$ cat src/rtl/bus_arb_pkg.sv
// Shared types and default widths for the round-robin bus arbiter.
package bus_arb_pkg;

   typedef enum logic [1:0] {
      IDLE  = 2'd0,
      ISSUE = 2'd1,
      WAIT  = 2'd2,
      RESP  = 2'd3
   } arb_state_e;

   localparam int ARB_ADDR_W = 8;
   localparam int ARB_DATA_W = 8;

endpackage

$ cat src/rtl/rr_pick.sv
// Combinational round-robin picker: lowest requester at or above ptr,
// otherwise lowest requester overall (the wrap-around case).
module rr_pick #(
   parameter int NUM_REQ = 4,
   parameter int PTR_W   = 2
) (
   input  logic [NUM_REQ-1:0] req_valid,
   input  logic [PTR_W-1:0]   ptr,
   output logic [NUM_REQ-1:0] winner,
   output logic               any
);

   logic [NUM_REQ-1:0] upper_mask;
   logic [NUM_REQ-1:0] upper_req;

   function automatic logic [NUM_REQ-1:0] lowest_set(input logic [NUM_REQ-1:0] v);
      return v & (~v + NUM_REQ'(1));
   endfunction

   genvar gi;
   generate
      for (gi = 0; gi < NUM_REQ; gi++) begin : g_mask
         assign upper_mask[gi] = (PTR_W'(gi) >= ptr);
      end
   endgenerate

   assign upper_req = req_valid & upper_mask;
   assign any       = |req_valid;
   assign winner    = (|upper_req) ? lowest_set(upper_req) : lowest_set(req_valid);

endmodule

$ cat src/rtl/bus_arbiter.sv
// Round-robin arbiter that issues one latched command per transaction onto a
// shared bus and returns read data to the winning requester.
module bus_arbiter
   import bus_arb_pkg::*;
#(
   parameter int NUM_REQ    = 4,
   parameter int ADDR_W     = ARB_ADDR_W,
   parameter int DATA_W     = ARB_DATA_W,
   parameter int RD_LATENCY = 2
) (
   input  logic                      clock,
   input  logic                      reset,
   input  logic [NUM_REQ-1:0]        req_valid,
   input  logic [NUM_REQ-1:0]        req_read,
   input  logic [NUM_REQ*ADDR_W-1:0] req_addr,
   output logic [NUM_REQ-1:0]        gnt,
   output logic [NUM_REQ-1:0]        rsp_valid,
   output logic [DATA_W-1:0]         rsp_data,
   output logic                      busy,
   output logic                      read,
   output logic                      enable,
   output logic [ADDR_W-1:0]         addr,
   input  logic [DATA_W-1:0]         data
);

   localparam int PTR_W = $clog2(NUM_REQ);
   localparam int CNT_W = $clog2(RD_LATENCY) + 1;
   localparam logic [CNT_W-1:0] CNT_LOAD = CNT_W'(RD_LATENCY - 1);

   generate
      if (RD_LATENCY < 1) begin : g_bad_latency
         $error("bus_arbiter: RD_LATENCY must be at least 1");
      end
      if (NUM_REQ < 2 || NUM_REQ > 8) begin : g_bad_num_req
         $error("bus_arbiter: NUM_REQ must be in 2..8");
      end
   endgenerate

   arb_state_e          state_reg, state_next;
   logic [PTR_W-1:0]    ptr_reg, ptr_next;
   logic [NUM_REQ-1:0]  win_reg, win_next;
   logic [PTR_W-1:0]    win_idx_reg, win_idx_next;
   logic                rd_reg, rd_next;
   logic [CNT_W-1:0]    cnt_reg, cnt_next;
   logic [NUM_REQ-1:0]  gnt_reg, gnt_next;
   logic [NUM_REQ-1:0]  rsp_valid_reg, rsp_valid_next;
   logic [DATA_W-1:0]   rsp_data_reg, rsp_data_next;
   logic                busy_reg, busy_next;
   logic                read_reg, read_next;
   logic                enable_reg, enable_next;
   logic [ADDR_W-1:0]   addr_reg, addr_next;

   logic [NUM_REQ-1:0]  pick_onehot;
   logic                pick_any;
   logic [PTR_W-1:0]    pick_idx;
   logic                pick_read;
   logic [ADDR_W-1:0]   pick_addr;

   rr_pick #(
      .NUM_REQ (NUM_REQ),
      .PTR_W   (PTR_W)
   ) u_pick (
      .req_valid (req_valid),
      .ptr       (ptr_reg),
      .winner    (pick_onehot),
      .any       (pick_any)
   );

   always_comb begin
      pick_idx  = '0;
      pick_read = 1'b0;
      pick_addr = '0;
      for (int i = 0; i < NUM_REQ; i++) begin
         if (pick_onehot[i]) begin
            pick_idx  = PTR_W'(i);
            pick_read = req_read[i];
            pick_addr = req_addr[i*ADDR_W +: ADDR_W];
         end
      end
   end

   // Bus strobes default low so they are only ever high for the single ISSUE cycle.
   always_comb begin
      state_next     = state_reg;
      ptr_next       = ptr_reg;
      win_next       = win_reg;
      win_idx_next   = win_idx_reg;
      rd_next        = rd_reg;
      cnt_next       = cnt_reg;
      gnt_next       = '0;
      rsp_valid_next = '0;
      rsp_data_next  = rsp_data_reg;
      read_next      = 1'b0;
      enable_next    = 1'b0;
      addr_next      = '0;

      unique case (state_reg)
         IDLE: begin
            if (pick_any) begin
               win_next     = pick_onehot;
               win_idx_next = pick_idx;
               rd_next      = pick_read;
               gnt_next     = pick_onehot;
               enable_next  = 1'b1;
               read_next    = pick_read;
               addr_next    = pick_addr;
               state_next   = ISSUE;
            end
         end
         ISSUE: begin
            ptr_next = (win_idx_reg == PTR_W'(NUM_REQ - 1)) ? '0 : win_idx_reg + PTR_W'(1);
            if (rd_reg) begin
               cnt_next   = CNT_LOAD;
               state_next = WAIT;
            end else begin
               rsp_valid_next = win_reg;
               rsp_data_next  = '0;
               state_next     = RESP;
            end
         end
         WAIT: begin
            if (cnt_reg == '0) begin
               rsp_data_next  = data;
               rsp_valid_next = win_reg;
               state_next     = RESP;
            end else begin
               cnt_next = cnt_reg - CNT_W'(1);
            end
         end
         RESP: begin
            state_next = IDLE;
         end
         default: state_next = IDLE;
      endcase

      busy_next = (state_next != IDLE);
   end

   always_ff @(posedge clock) begin
      if (reset) begin
         state_reg     <= IDLE;
         ptr_reg       <= '0;
         win_reg       <= '0;
         win_idx_reg   <= '0;
         rd_reg        <= 1'b0;
         cnt_reg       <= '0;
         gnt_reg       <= '0;
         rsp_valid_reg <= '0;
         rsp_data_reg  <= '0;
         busy_reg      <= 1'b0;
         read_reg      <= 1'b0;
         enable_reg    <= 1'b0;
         addr_reg      <= '0;
      end else begin
         state_reg     <= state_next;
         ptr_reg       <= ptr_next;
         win_reg       <= win_next;
         win_idx_reg   <= win_idx_next;
         rd_reg        <= rd_next;
         cnt_reg       <= cnt_next;
         gnt_reg       <= gnt_next;
         rsp_valid_reg <= rsp_valid_next;
         rsp_data_reg  <= rsp_data_next;
         busy_reg      <= busy_next;
         read_reg      <= read_next;
         enable_reg    <= enable_next;
         addr_reg      <= addr_next;
      end
   end

   assign gnt       = gnt_reg;
   assign rsp_valid = rsp_valid_reg;
   assign rsp_data  = rsp_data_reg;
   assign busy      = busy_reg;
   assign read      = read_reg;
   assign enable    = enable_reg;
   assign addr      = addr_reg;

endmodule

$ cat config.mk
export PLATFORM = sky130hd
export DESIGN_NAME = bus_arbiter
export DESIGN_NICKNAME = d
export VERILOG_FILES = /design/src/rtl/bus_arb_pkg.sv /design/src/rtl/rr_pick.sv /design/src/rtl/bus_arbiter.sv
export SDC_FILE = /design/constraint.sdc
export NUM_CORES = 1
export LEC_CHECK = 0
export ABC_AREA = 0
export ABC_CLOCK_PERIOD_IN_PS = 2900
export BUFFER_PORTS_ARGS = -buffer_cell sky130_fd_sc_hd__buf_2
export CAP_MARGIN = 20
export CELL_PAD_IN_SITES_DETAIL_PLACEMENT = 0
export CELL_PAD_IN_SITES_GLOBAL_PLACEMENT = 1
export CORE_ASPECT_RATIO = 1.5
export CORE_MARGIN = 10
export CORE_UTILIZATION = 36
export CTS_CLUSTER_DIAMETER = 40
export DETAILED_ROUTE_END_ITERATION = 6
export PLACE_DENSITY = 0.82
export RECOVER_POWER = 100
export SLEW_MARGIN = 5
export SYNTH_ARGS = -nofsm -noshare
export SYNTH_HDL_FRONTEND = slang
export SYNTH_SLANG_ARGS = --single-unit
$ cat constraint.sdc
create_clock -name clock -period 2.9 [get_ports clock]
set_input_delay 0.58 -clock clock [delete_from_list [all_inputs] [get_ports clock]]
set_output_delay 0.58 -clock clock [all_outputs]
set_load 0.02 [all_outputs]
==> impl_metrics.tcl <==
set metrics [dict create \
    status "complete, no violations" \
    cts_made_buffers 5 \
    io_buffers 76 \
    yosysSeqAreaShare_pct 46.0 \
    num_rows 30 \
    finalPower_mw 2.03 \
    die-area_mm2 0.00807 \
    rr_startpoint "state_reg[0]$_SDFF_PP0_" \
    cts_root_buffer "clkbuf_8" \
    critPathCaptureType "register" \
    min_period_ns 2.11 \
    drc_errors 0 \
    ant_nets 0 \
    cp_num_buf_inv 1 \
    rsz0062_at_grt "false" \
    synth_top_family_by_area "compound AO/OA/AOI/OAI gates" \
    worstPathMaxFanout 9 \
    clock_skew_ns 0.00499 \
    drv_slew 0 \
    antenna_found_initial 0 \
    setup_viol_count_final 0 \
    power_density_mw_per_mm2 909 \
    layout_common_cells "buf_2 (48), dfxtp_1 (40), clkbuf_1 (29)" \
    postCtsHoldBufs 0 \
    leakagePower_nw 0.930 \
    synth_area_per_cell_um2 9.06 \
    synthAdderAreaFrac_pct 4.32 \
    globalplace.congestion 0.783 \
    synth-warning-count 0 \
    hold_violations 0 \
    drt_iter0_markers 83 \
    crit_type "input pin to register" \
    clk_transition_reported_paths_ns 0.08 \
    synthXorXnorAreaFrac_pct 0 \
    syn_nets 248 \
    vias 1618 \
    grt_pass1_wl_um 7820 \
    syn-cell-area_mm2 0.00174 \
    post_cts_buffers 0 \
    num-nets-final 323 \
    max-vdd-ir-drop_v 0.000423 \
    critPathTopFamily "compound AO/OA/AOI/OAI gates" \
    hold_path.class "register to register" \
    min_from "win_reg[0]$_SDFFE_PP0P_" \
    htreeDepth 2 \
    grtUsageTotal_pct 11.9 \
    synth_cell_types 41 \
    slew_headroom_pct 30.3 \
    die_w_um 76.8 \
    critPathLaunch "req_valid[0]" \
    synth_cells 192 \
    avgViaCountPerCell 4.87 \
    required_ns 3.10 \
    synth-simple-area-share_pct 18.8 \
    drive_above_1_share_pct 23.9 \
    first_pass_iters 4 \
    routed_wl_um 4910 \
    core_area_mm2 0.00462 \
    clk_latency_ns 0.29 \
    worstPathCellList "clkbuf_1 > or2_2 > a21oi_1 > o21ai_0 > nor2_1 > o31ai_1" \
    synth_mux_area_share_pct 1.15 \
    cpPeakStageDelay_ns 0.82 \
    finalSetupTns_ns 0 \
    worstSetupStartpointType "input pin" \
    start_util_pct 37.7 \
    final_common_cell "buf_2" \
    slowest_stage "o21ai_0" \
    clk_path_buf_depth 2 \
    synth_compound_area_share_pct 25.1 \
    grt_start_max_net_pins 18 \
    cts_tree "yes" \
    clock.fmax_mhz 473 \
    fin_crit_sh_pct 72.9 \
    worstPathArrival_ns 2.32 \
    maxCapViolCount 0 \
    die_h_um 105 \
    ys_seq_elements 40 \
    dp_hpwl_um 3830 \
    io-pin-count 77 \
    grt-ovfl-total 0 \
    post_drt_wl_per_cell_um 14.8 \
    areaGrowthSynthToFinish_pct 28.4 \
    max_slew.worst_pin.slew_ns 1.04 \
    diodes 0 \
    cts_sinks 40 \
    cts_resized 0 \
    grt_pass1_vias 1566 \
]
worst register-to-register path, delay by kind of cell (launching register included):
| kind | cells | cell delay (ns) |
|---|---|---|
| adder cells (fa/ha/maj) | 1 | 0.22 |
| AND/OR/NAND/NOR | 3 | 0.90 |
| AO/OA/AOI/OAI | 2 | 0.17 |
| buffers and inverters | 2 | 0.34 |
| flip-flops | 1 | 0.32 |
path summary, 6_finish.rpt:
| path | endpoint | slack [ns] | cells past startpoint |
|---|---|---|---|
| worst max-delay path | addr[4]$_SDFF_PP0_ | 0.79 | 6 |
| worst min-delay path | win_reg[0]$_SDFFE_PP0P_ | 0.46 | 2 |
| worst max register to register | addr[4]$_SDFF_PP0_ | 0.86 | 8 |
| worst min register to register | win_reg[0]$_SDFFE_PP0P_ | 0.46 | 2 |
layout make-up:
type / count / area, um2
clock inverter: 1 / 30.0
multi-input combinational: 135 / 847
timing repair buffer: 77 / 349
fill: 500 / 2380
clock buffer: 7 / 96.3
tap: 64 / 80.1
inverter: 8 / 30.0
sequential: 40 / 801
cells by family after synthesis:
kind of cell               count (synthesis)
and+or+nand+nor                           67
AOI/OAI and AO/OA                         60
DFF                                       40
buffers and inverters                     17
adders and majority gates                  6
muxes                                      2
per-stage QoR:
step | hold WS, ns | cells | cell area, um2 | utilization [%] | worst slack [ns]
global placement | 0.445 | 324 | 2160 | 46.7 | 0.817
finish | 0.459 | 332 | 2230 | 48.4 | 0.787
CTS | 0.458 | 332 | 2280 | 49.5 | 0.938
floorplan | 0.432 | 192 | 1740 | - | 1.12
detailed placement | 0.447 | 324 | 2160 | 46.7 | 0.794
global route | 0.471 | 332 | 2230 | 48.4 | 0.586
per-layer routing:
metal,vias up,wire [um],global-route usage (%)
met5,-,0,0
met4,0,74,4.40
met3,5,272,4.20
met2,60,2390,20.1
met1,712,2180,13.3
li1,841,-,-
cell usage after synthesis (all sizes together):
cell,number,area (um2)
o31ai,9,67.6
o41ai,1,27.5
a32oi,1,8.76
or2b,1,7.51
o211a,1,10.0
dfxtp,40,801
and3,4,25.0
buf,6,38.8
nand2b,4,32.5
clkbuf,3,11.3
a31oi,1,6.26
mux2i,2,20.0
a211oi,1,7.51
o21ai,12,60.1
inv,8,30.0
and2,2,12.5
o21ba,1,10.0
a221oi,7,61.3
nor4,1,6.26
nor2b,3,18.8
o211ai,1,7.51
or2,3,18.8
a21boi,1,7.51
nor3,3,20.0
o21a,1,7.51
a22oi,9,67.6
nor3b,1,7.51
a21oi,12,67.6
nand3b,1,7.51
nor2,24,90.1
a222oi,2,20.0
nand2,19,73.8
or3,1,6.26
ha,6,75.1
where the power goes:
group	switching [mW]	total [mW]	internal, mW
combinational	0.501	0.786	0.285
clock	0.196	0.500	0.304
sequential	0.0670	0.744	0.677
No activity file was read; power rests on OpenSTA's default activity.
